## src/rtl/cache_arbiter_pkg.sv

```systemverilog
// rtl/cache_arbiter_pkg.sv - shared types and constants for the I/D cache memory arbiter
//
// Purpose: FSM state and grant encodings plus the physical line width,
//          shared by the arbiter, its bus interface and the testbench.
// Contents:
//   LINE_BITS    physical memory line width in bits
//   arb_state_t  IDLE / SERVE_I / SERVE_D
//   grant_t      GRANT_I / GRANT_D (identifies the requester served most recently)
package cache_arb_pkg;

  localparam int LINE_BITS = 256;

  typedef enum logic [1:0] {
    IDLE,
    SERVE_I,
    SERVE_D
  } arb_state_t;

  typedef enum logic {
    GRANT_I,
    GRANT_D
  } grant_t;

endpackage

```

## src/rtl/cache_arbiter_if.sv

```systemverilog
// rtl/cache_arbiter_if.sv - bus bundle between the two caches, the arbiter and physical memory
//
// Purpose: groups the I-cache, D-cache and physical-memory signals.
// Modports:
//   slave   the arbiter's view: takes cache requests and memory responses,
//           drives cache responses and memory commands
//   master  the surrounding system's view (caches plus memory)
// Signals:
//   i_address/i_read -> i_rdata/i_resp                    I-cache fill port
//   d_address/d_read/d_write/d_wdata -> d_rdata/d_resp    D-cache port
//   pmem_address/pmem_read/pmem_write/pmem_wdata -> pmem_rdata/pmem_resp
interface cache_arbiter_if
  import cache_arb_pkg::*;
#(
  parameter int s_line = LINE_BITS
) ();

  logic [31:0]       i_address;
  logic              i_read;
  logic [s_line-1:0] i_rdata;
  logic              i_resp;

  logic [31:0]       d_address;
  logic              d_read;
  logic              d_write;
  logic [s_line-1:0] d_wdata;
  logic [s_line-1:0] d_rdata;
  logic              d_resp;

  logic [31:0]       pmem_address;
  logic              pmem_read;
  logic              pmem_write;
  logic [s_line-1:0] pmem_wdata;
  logic [s_line-1:0] pmem_rdata;
  logic              pmem_resp;

  modport slave (
    input  i_address, i_read, d_address, d_read, d_write, d_wdata,
    input  pmem_rdata, pmem_resp,
    output i_rdata, i_resp, d_rdata, d_resp,
    output pmem_address, pmem_read, pmem_write, pmem_wdata
  );

  modport master (
    output i_address, i_read, d_address, d_read, d_write, d_wdata,
    output pmem_rdata, pmem_resp,
    input  i_rdata, i_resp, d_rdata, d_resp,
    input  pmem_address, pmem_read, pmem_write, pmem_wdata
  );

endinterface

```

## src/rtl/cache_arbiter.sv

```systemverilog
// rtl/cache_arbiter.sv - round-robin arbiter sharing one physical memory port between I and D caches
//
// Purpose: samples requests in IDLE, latches the winner's aligned line address,
//          command and write data into registered pmem outputs, holds them until
//          pmem_resp, and returns the response to the winner only.
// Ports:
//   clk   clock, all state on the rising edge
//   rst   asynchronous active-low reset
//   bus   cache_arbiter_if.slave (I-cache, D-cache and pmem signals)
// Parameters:
//   s_offset  line-offset bits forced to zero on pmem_address
module cache_arbiter
  import cache_arb_pkg::*;
#(
  parameter int s_offset = 5
) (
  input  logic            clk,
  input  logic            rst,
  cache_arbiter_if.slave  bus
);

  localparam logic [31:0] OFFSET_MASK = ~((32'd1 << s_offset) - 32'd1);

  arb_state_t state;
  arb_state_t state_next;
  grant_t     last_grant;

  logic i_pending;
  logic d_pending;
  logic grant_i;
  logic grant_d;

  // Two-way round robin: on a tie the requester not served last wins.
  always_comb begin
    i_pending = bus.i_read;
    d_pending = bus.d_read | bus.d_write;
    grant_d   = (state == IDLE) && d_pending && (!i_pending || (last_grant == GRANT_I));
    grant_i   = (state == IDLE) && i_pending && !grant_d;
  end

  always_ff @(posedge clk or negedge rst) begin
    if (!rst) begin
      state <= IDLE;
    end else begin
      state <= state_next;
    end
  end

  always_comb begin
    state_next = state;
    case (state)
      IDLE: begin
        if (grant_d) begin
          state_next = SERVE_D;
        end else if (grant_i) begin
          state_next = SERVE_I;
        end
      end
      SERVE_I: if (bus.pmem_resp) state_next = IDLE;
      SERVE_D: if (bus.pmem_resp) state_next = IDLE;
      default: state_next = IDLE;
    endcase
  end

  // Responses are combinational so the winner sees its resp in the pmem_resp cycle.
  always_comb begin
    bus.i_resp  = 1'b0;
    bus.d_resp  = 1'b0;
    bus.i_rdata = '0;
    bus.d_rdata = '0;
    if (state == SERVE_I && bus.pmem_resp) begin
      bus.i_resp  = 1'b1;
      bus.i_rdata = bus.pmem_rdata;
    end
    if (state == SERVE_D && bus.pmem_resp) begin
      bus.d_resp  = 1'b1;
      bus.d_rdata = bus.pmem_rdata;
    end
  end

  // Registered pmem command. A D request with both read and write set is a
  // writeback, so pmem_read is only raised for a pure D fill.
  always_ff @(posedge clk or negedge rst) begin
    if (!rst) begin
      bus.pmem_address <= '0;
      bus.pmem_read    <= 1'b0;
      bus.pmem_write   <= 1'b0;
      bus.pmem_wdata   <= '0;
      last_grant       <= GRANT_I;
    end else if (grant_d) begin
      bus.pmem_address <= bus.d_address & OFFSET_MASK;
      bus.pmem_read    <= ~bus.d_write;
      bus.pmem_write   <= bus.d_write;
      bus.pmem_wdata   <= bus.d_wdata;
      last_grant       <= GRANT_D;
    end else if (grant_i) begin
      bus.pmem_address <= bus.i_address & OFFSET_MASK;
      bus.pmem_read    <= 1'b1;
      bus.pmem_write   <= 1'b0;
      last_grant       <= GRANT_I;
    end else if (state != IDLE && bus.pmem_resp) begin
      bus.pmem_read    <= 1'b0;
      bus.pmem_write   <= 1'b0;
    end
  end

endmodule

```

## src/flat_wrapper.sv

```systemverilog
// flat-port wrapper written by rule: the top's interface ports become plain ports
module cache_arbiter_flat import cache_arb_pkg::*;
#(
  parameter int s_offset = 5
)
  (clk, rst, bus_i_address, bus_i_read, bus_d_address, bus_d_read, bus_d_write, bus_d_wdata, bus_pmem_rdata, bus_pmem_resp, bus_i_rdata, bus_i_resp, bus_d_rdata, bus_d_resp, bus_pmem_address, bus_pmem_read, bus_pmem_write, bus_pmem_wdata);
  cache_arbiter_if #(.s_line(LINE_BITS)) bus_i ();
  input  logic clk;
  input  logic rst;
  input wire logic [$bits(bus_i.i_address)-1:0] bus_i_address;
  input wire logic [$bits(bus_i.i_read)-1:0] bus_i_read;
  input wire logic [$bits(bus_i.d_address)-1:0] bus_d_address;
  input wire logic [$bits(bus_i.d_read)-1:0] bus_d_read;
  input wire logic [$bits(bus_i.d_write)-1:0] bus_d_write;
  input wire logic [$bits(bus_i.d_wdata)-1:0] bus_d_wdata;
  input wire logic [$bits(bus_i.pmem_rdata)-1:0] bus_pmem_rdata;
  input wire logic [$bits(bus_i.pmem_resp)-1:0] bus_pmem_resp;
  output wire logic [$bits(bus_i.i_rdata)-1:0] bus_i_rdata;
  output wire logic [$bits(bus_i.i_resp)-1:0] bus_i_resp;
  output wire logic [$bits(bus_i.d_rdata)-1:0] bus_d_rdata;
  output wire logic [$bits(bus_i.d_resp)-1:0] bus_d_resp;
  output wire logic [$bits(bus_i.pmem_address)-1:0] bus_pmem_address;
  output wire logic [$bits(bus_i.pmem_read)-1:0] bus_pmem_read;
  output wire logic [$bits(bus_i.pmem_write)-1:0] bus_pmem_write;
  output wire logic [$bits(bus_i.pmem_wdata)-1:0] bus_pmem_wdata;
  assign bus_i.i_address = bus_i_address;
  assign bus_i.i_read = bus_i_read;
  assign bus_i.d_address = bus_d_address;
  assign bus_i.d_read = bus_d_read;
  assign bus_i.d_write = bus_d_write;
  assign bus_i.d_wdata = bus_d_wdata;
  assign bus_i.pmem_rdata = bus_pmem_rdata;
  assign bus_i.pmem_resp = bus_pmem_resp;
  assign bus_i_rdata = bus_i.i_rdata;
  assign bus_i_resp = bus_i.i_resp;
  assign bus_d_rdata = bus_i.d_rdata;
  assign bus_d_resp = bus_i.d_resp;
  assign bus_pmem_address = bus_i.pmem_address;
  assign bus_pmem_read = bus_i.pmem_read;
  assign bus_pmem_write = bus_i.pmem_write;
  assign bus_pmem_wdata = bus_i.pmem_wdata;
  cache_arbiter #(.s_offset(s_offset)) u_core (.clk(clk), .rst(rst), .bus(bus_i));
endmodule
```

## config.mk

```make
export PLATFORM = sky130hd
export DESIGN_NAME = cache_arbiter_flat
export DESIGN_NICKNAME = d
export VERILOG_FILES = /design/src/rtl/cache_arbiter_pkg.sv /design/src/rtl/cache_arbiter_if.sv /design/src/rtl/cache_arbiter.sv /design/src/flat_wrapper.sv
export SDC_FILE = /design/constraint.sdc
export NUM_CORES = 1
export LEC_CHECK = 0
export CORE_AREA = 3 3 545 547
export CTS_CLUSTER_SIZE = 8
export DETAILED_ROUTE_END_ITERATION = 7
export DIE_AREA = 0 0 548 550
export GPL_TIMING_DRIVEN = 0
export PLACE_DENSITY = 0.3
export SYNTH_ARGS = -nofsm -noshare
export SYNTH_HDL_FRONTEND = slang
export SYNTH_SLANG_ARGS = --single-unit
```

## constraint.sdc

```tcl
create_clock -name clk -period 2.7 [get_ports clk]
set_clock_uncertainty 0.15 [all_clocks]
set_input_delay 0.81 -clock clk [delete_from_list [all_inputs] [get_ports clk]]
set_output_delay 0.81 -clock clk [all_outputs]
set_load 0.02 [all_outputs]
```

==> flow_metrics.env, run 1 <==
export IMPL_fin_crit_sh_pct=120.6
export IMPL_ys_top_cells_by_area="dfrtp_1 45%, mux2_4 23%, and3_1 20%"
export IMPL_r2r_start="u_core.state[1]"
export IMPL_cts_made_buffers=44
export IMPL_die_area_um2=301400
export IMPL_clkLatencyLatePin_ns=0.62
export IMPL_firstDrtPassIters=5
export IMPL_drcViolationCount=0
export IMPL_status="finished, violations left"
export IMPL_grt_usage_pct=14.92
export IMPL_grt_pass1_vias=19300
export IMPL_avgSynthCellArea_um2=12.30
export IMPL_multi_input_area_um2=9569
export IMPL_tritoncts="yes"
export IMPL_start_kind="flip-flop"
export IMPL_rsz0062_at_grt="true"
export IMPL_fin_crit_ns=3.257
export IMPL_synth_area_leader_cell="dfrtp_1"
export IMPL_ant_nets=0
export IMPL_die_height_um=550
export IMPL_critPathLaunch="u_core.state[0]"
export IMPL_synth_commonest_cells="512 x and3_1, 288 x dfrtp_1, 241 x mux2_4, 108 x clkbuf_1, 65 x mux2_2"
export IMPL_nFillCells=33140
export IMPL_powerDensity_nw_per_um2=1041
export IMPL_worst_slew_pin_slew_ns=1.086
export IMPL_yosysMostFrequentCell="and3_1"
export IMPL_ff2ff_path_depth=8
export IMPL_seq_area_frac_synth_pct=45.37
export IMPL_final_util_pct=14.06
export IMPL_die_w_um=548
export IMPL_rows=199
export IMPL_synth_cell_type_count=25
export IMPL_violations="setup timing"
export IMPL_min_path_type="reg -> reg"
export IMPL_rrSetupSlack_ns=0.17
export IMPL_routed_wl_um=238100
export IMPL_worst_slack_ns=-0.5568
export IMPL_cts_num_sinks=288
export IMPL_async_flop_share_pct=100.0
export IMPL_nNetsFinal=3422
export IMPL_start_util_pct=5.420
export IMPL_holdWs_ns=0.3478
export IMPL_antenna_found_initial=202
export IMPL_ioPinCount=1386
export IMPL_layout_drive_gt1_share_pct=52.51
export IMPL_path_clk_slew_ns=0.05
export IMPL_synthCells=1291
export IMPL_port_buffers=1369
export IMPL_wl_per_cell_um=34.91
export IMPL_synth_cell_area_um2=15890
export IMPL_h_tree_depth=2
export IMPL_drt_iter0_markers=1021
export IMPL_netlist_area_leader_share_pct=45.37
export IMPL_slew_headroom_pct=27.87
export IMPL_cp_end_kind="output port"
export IMPL_crit_type="reg -> out"
export IMPL_synth_seq_cells=288
export IMPL_dp_hpwl_um=209500
export IMPL_grt_ovfl_total=0
export IMPL_required_ns=1.74
export IMPL_avgViaCountPerCell=2.755
export IMPL_vias=18790
export IMPL_cts_root_buffer="clkbuf_16"
export IMPL_endpoint="bus_d_rdata[173]"
export IMPL_leakagePower_nw=17.43
export IMPL_synth_flop_cell="dfrtp_1"
export IMPL_ys_warn_count=0
export IMPL_grt_pass1_wl_um=279800
export IMPL_grt_max_degree=92
export IMPL_ir_drop_mv=0.5374
export IMPL_setup_viol=651
export IMPL_maxCapViolCount=0
export IMPL_seqCellArea_um2=7207
export IMPL_area_growth_pct=159.4
export IMPL_slew_violations=0
export IMPL_worstPathArrival_ns=2.30
export IMPL_fmax_mhz=307.0
export IMPL_reg2reg_to="u_core.bus.pmem_address[17]"
export IMPL_gp_congestion=1.006
export IMPL_critPathMaxFanout=8
export IMPL_cts_path_max_buffers=3
export IMPL_synth_edf_count=0
export IMPL_core_area_um2=293100
export IMPL_hold_viol_final=0
export IMPL_finalSetupTns_ns=-234.19
[worst min-delay path by stage]
stage	depth (start not counted)	startpoint	slack (ns)	endpoint
after CTS	3	bus_i_read	0.28	u_core.state[0]
final	1	u_core.bus.pmem_wdata[196]	0.35	u_core.bus.pmem_wdata[196]
after global routing	3	bus_i_read	0.33	u_core.state[0]
after global placement	1	u_core.bus.pmem_wdata[223]	0.34	u_core.bus.pmem_wdata[223]
after floorplan	0	rst	0.36	u_core.bus.pmem_address[10]
after detailed placement	1	u_core.bus.pmem_wdata[32]	0.34	u_core.bus.pmem_wdata[32]
[cell usage in the layout (no fill, tap or decap), types with 2 or more instances in the layout]
cell	Yosys	layout
a21oi_1	4	4
dfrtp_1	288	288
and3_1	512	165
inv_2	0	2
dlygate4sd2_1	0	14
ha_4	0	2
mux2_1	4	4
clkbuf_8	0	12
clkbuf_1	108	6
buf_16	0	6
clkbuf_2	0	31
clkbuf_16	0	95
a22o_1	3	3
buf_8	11	61
buf_2	8	16
buf_4	7	116
buf_6	19	422
mux2_4	241	241
buf_12	0	46
mux2_2	65	65
conb_1	1	5
clkbuf_4	0	19
clkdlybuf4s50_1	0	851
and3_4	0	347
diode_2	0	53
nor2_1	2	2
nand2_1	2	2
clkdlybuf4s15_2	0	5
nand2_4	2	2
[sequential cells by signal, summed over array words and instances, names as in the netlist]
signal	cells
u_core.bus.pmem_wdata	256
u_core.bus.pmem_address	27
u_core.state	2
u_core.bus.pmem_read	1
u_core.bus.pmem_write	1
u_core.last_grant	1
[worst max-delay path: stages, from the launching register on]
cell and delay (ns):
dfrtp_1 0.39, inv_2 0.08, ha_4 0.16, buf_12 0.16
clkbuf_16 0.22, buf_8 0.13, clkbuf_16 0.15, and3_4 0.20
buf_6 0.11
[what timing repair did]
item,4_1_cts,5_1_grt
hold buffers,1,0
buffers inserted,56,39
hold endpoints to repair,31,0
resized for setup,2987,973
setup endpoints to repair,685,679
pin swaps,24,6
cloned,26,15
[final cells by class]
class,instances,area share (%)
inverter,3,0.02733
multi-input combinational,851,23.23
timing repair buffer,1504,39.16
clock inverter,6,0.2460
sequential,288,17.49
antenna,53,0.3219
buffer,145,4.786
tap,3919,11.90
clock buffer,52,2.843
[cells by family after synthesis]
| kind of cell | Yosys count | synth area share [%] |
|---|---|---|
| and+or+nand+nor | 523 | 20.59 |
| muxes | 310 | 27.67 |
| DFF | 288 | 45.37 |
| buffers and inverters | 156 | 5.592 |
| AOI/OAI and AO/OA | 10 | 0.5199 |
| adders and majority gates | 3 | 0.2363 |
| other | 1 | 0.02361 |
[metrics by stage]
| step | total power [mW] | std cells | area, um^2 | setup slack (ns) |
|---|---|---|---|---|
| after CTS | 42.73 | 6726 | 39270 | -0.7711 |
| after detailed placement | 33.47 | 6586 | 34600 | -3.198 |
| after floorplan | 18.56 | 1295 | 15900 | 0.1070 |
| after global placement | 33.62 | 6583 | 34510 | -15.06 |
| after global routing | 45.31 | 6789 | 41120 | -0.6666 |
| final | 42.88 | 6821 | 41200 | -0.5568 |
[power breakdown]
part	switching, mW	leakage [nW]	total (mW)	internal (mW)
logic	15.0	13.4	29.2	14.2
clock network	2.39	0.620	5.52	3.14
registers	1.57	3.38	8.15	6.58
[routing by layer]
| metal | GRT usage [%] | share of wire, % | vias up |
|---|---|---|---|
| li1 | - | - | 7814 |
| met1 | 14.99 | 34 | 9168 |
| met2 | 26.99 | 50 | 1345 |
| met3 | 7.763 | 12 | 406 |
| met4 | 3.590 | 3.1 | 60 |
| met5 | 0.5316 | 0.16 | - |
Power figures use the tool's default switching activity.
==> inputs of run 2 (changes only) <==
--- a/config.mk
+++ b/config.mk
@@ -5,10 +5,10 @@
 export SDC_FILE = /design/constraint.sdc
 export NUM_CORES = 1
 export LEC_CHECK = 0
-export CORE_AREA = 3 3 545 547
+export CORE_AREA = 3 3 537 539
 export CTS_CLUSTER_SIZE = 8
 export DETAILED_ROUTE_END_ITERATION = 7
-export DIE_AREA = 0 0 548 550
+export DIE_AREA = 0 0 540 542
 export GPL_TIMING_DRIVEN = 0
 export PLACE_DENSITY = 0.3
 export SYNTH_ARGS = -nofsm -noshare
==> constraint.sdc (replaced) <==
create_clock -name clk -period 3.84 [get_ports clk]
set_clock_uncertainty 0.15 [all_clocks]
set_input_delay 0.768 -clock clk [delete_from_list [all_inputs] [get_ports clk]]
set_output_delay 0.768 -clock clk [all_outputs]
set_load 0.02 [all_outputs]
==> run 2 against run 1 <==
The flow now finishes without violations. Count of clock-buffer cells in the layout is 2 higher. Global-route usage is 0.23 points lower. Non-clock buffer count is 116 lower. Critical path depth is 1 lower. Flip-flop and latch count stayed put. Sequential share of layout area is 2.3 points higher. Combinational power is 41% lower. Critical endpoint is now bus_i_rdata[179]. Largest cell class unchanged. Highest routed layer unchanged.
==> flow_metrics.env, run 2 (synthesis results as in run 1) <==
export IMPL_holdWs_ns=0.3456
export IMPL_grt_ovfl_total=0
export IMPL_cpMaxStageDelayCell="clkdlybuf4s50_1"
export IMPL_layout_commonest_cell="clkdlybuf4s50_1"
export IMPL_nNetsFinal=3308
export IMPL_top_regs="u_core.bus.pmem_wdata x256, u_core.bus.pmem_address x27, u_core.state x2"
export IMPL_slew_violations=0
export IMPL_fmax_mhz=267.1
export IMPL_largest_reg_flops=256
export IMPL_regMostFlops="u_core.bus.pmem_wdata"
export IMPL_worst_slew_pin_slew_ns=0.9506
export IMPL_leakagePower_nw=17.41
export IMPL_rrSetupSlack_ns=1.38
export IMPL_grt_max_degree=86
export IMPL_cp_end_kind="output port"
export IMPL_grt_usage_pct=14.69
export IMPL_critPathMaxFanout=10
export IMPL_fin_crit_ns=3.744
export IMPL_layout_drive_gt1_share_pct=19.75
export IMPL_crit_type="reg -> out"
export IMPL_clkLatencyLatePin_ns=0.61
export IMPL_critical_path_buf_inv_count=5
export IMPL_worstPathArrival_ns=2.83
export IMPL_hold_viol_final=0
export IMPL_area_growth_pct=129.1
export IMPL_routed_wl_um=225300
export IMPL_die_w_um=540
export IMPL_min_path_type="reg -> reg"
export IMPL_worstHoldEndpoint="u_core.bus.pmem_wdata[186]"
export IMPL_ant_nets=0
export IMPL_slew_headroom_pct=36.43
export IMPL_drcViolationCount=0
export IMPL_r2r_start="u_core.state[0]"
export IMPL_drt_iter0_markers=1020
export IMPL_hp_start="u_core.bus.pmem_wdata[186]"
export IMPL_crit_family="buffers and inverters"
export IMPL_port_buffers=1369
export IMPL_hold_depth=1
export IMPL_setup_viol=0
export IMPL_status="complete, no violations"
export IMPL_cts_made_buffers=46
export IMPL_grt_pass1_vias=18860
export IMPL_fin_crit_sh_pct=97.50
export IMPL_critical_path_max_stage_delay_ns=0.62
export IMPL_vias=18050
export IMPL_cts_path_max_buffers=3
export IMPL_wl_per_cell_um=34.42
export IMPL_dp_hpwl_um=203200
export IMPL_powerDensity_nw_per_um2=741.9
export IMPL_ioPinCount=1386
export IMPL_tritoncts="yes"
export IMPL_maxCapViolCount=0
export IMPL_die_height_um=542
export IMPL_rows=196
export IMPL_required_ns=2.92
export IMPL_start_util_pct=5.584
export IMPL_firstDrtPassIters=5
export IMPL_ir_drop_mv=0.3280
export IMPL_h_tree_depth=2
export IMPL_path_clk_slew_ns=0.05
export IMPL_placed_cell_area_um2=34400
export IMPL_antenna_found_initial=203
export IMPL_avgViaCountPerCell=2.757
export IMPL_worstPathCellList="inv_1 > ha_4 > buf_12 > clkbuf_4 > buf_4 > and3_1 > clkdlybuf4s50_1"
export IMPL_design_area_um2=36400
export IMPL_reg2reg_to="u_core.bus.pmem_address[30]"
export IMPL_grt_pass1_wl_um=268000
export IMPL_cts_root_buffer="clkbuf_16"
export IMPL_core_area_um2=284500
export IMPL_ff2ff_path_depth=7
export IMPL_gp_congestion=0.9098
export IMPL_cts_num_sinks=288
export IMPL_start_kind="flip-flop"
export IMPL_die_area_um2=292700
export IMPL_power_mw=27.00
export IMPL_final_cell_mix="1129 x clkdlybuf4s50_1, 512 x and3_1, 288 x dfrtp_1"
export IMPL_final_util_pct=12.79
## run 2: area by class of cell
type,instances,area [um^2]
inverters,3,11.26
diodes,46,115.1
clock inverters,10,120.1
plain buffers,152,1270
flip-flops and latches,288,7207
clock buffers,54,1242
repair buffers,1381,13890
fillers,32400,248100
multi-input cells,851,7830
well taps,3762,4707
## run 2: worst register-to-register path, stage by stage (launching register included)
cell,delay [ns]
dfrtp_1,0.39
inv_1,0.12
ha_1,0.22
buf_4,0.17
o211ai_4,0.25
buf_8,0.36
buf_6,0.30
mux2_2,0.40
## run 2: what timing repair did
item,4_1_cts,5_1_grt
buffers inserted,8,0
hold buffers,1,0
hold endpoints to repair,39,0
setup endpoints to repair,514,124
pin swaps,1,0
resized for setup,368,88
## run 2: per-stage QoR
stage	TNS [ns]	setup WS, ns	instances
after detailed placement	-482.68	-2.343	6429
after global routing	-0.003168	-0.002130	6512
after floorplan	0	1.331	1295
after global placement	-4544.30	-14.11	6426
final	0	0.09592	6547
after CTS	-0.5779	-0.05604	6501
## run 2: worst max path at each step
stage          depth (start not counted)                     endpoint             from  slack, ns
6_report                               7             bus_i_rdata[179]  u_core.state[1]        0.1
5_1_grt                                7             bus_i_rdata[142]  u_core.state[1]     -0.002
4_1_cts                                7             bus_i_rdata[113]  u_core.state[1]      -0.06
3_5_place_dp                           6               bus_d_rdata[2]    bus_pmem_resp      -2.34
3_3_place_gp                           1  u_core.bus.pmem_address[11]              rst     -14.11
2_1_floorplan                          4             bus_i_rdata[100]    bus_pmem_resp       1.33
## run 2: metal layers
metal | vias to the layer above | track usage, % | wire length (um)
li1 | 7556 | - | -
met1 | 8781 | 15.51 | 81630
met2 | 1299 | 26.63 | 112600
met3 | 353 | 6.874 | 25180
met4 | 58 | 2.724 | 5558
met5 | - | 0 | 382
## run 2: where the power goes
group | internal (mW) | switching, mW | total [mW]
clock | 2.34 | 1.75 | 4.09
combinational | 7.59 | 9.60 | 17.2
sequential | 4.63 | 1.10 | 5.73
total | 14.6 | 12.4 | 27.0
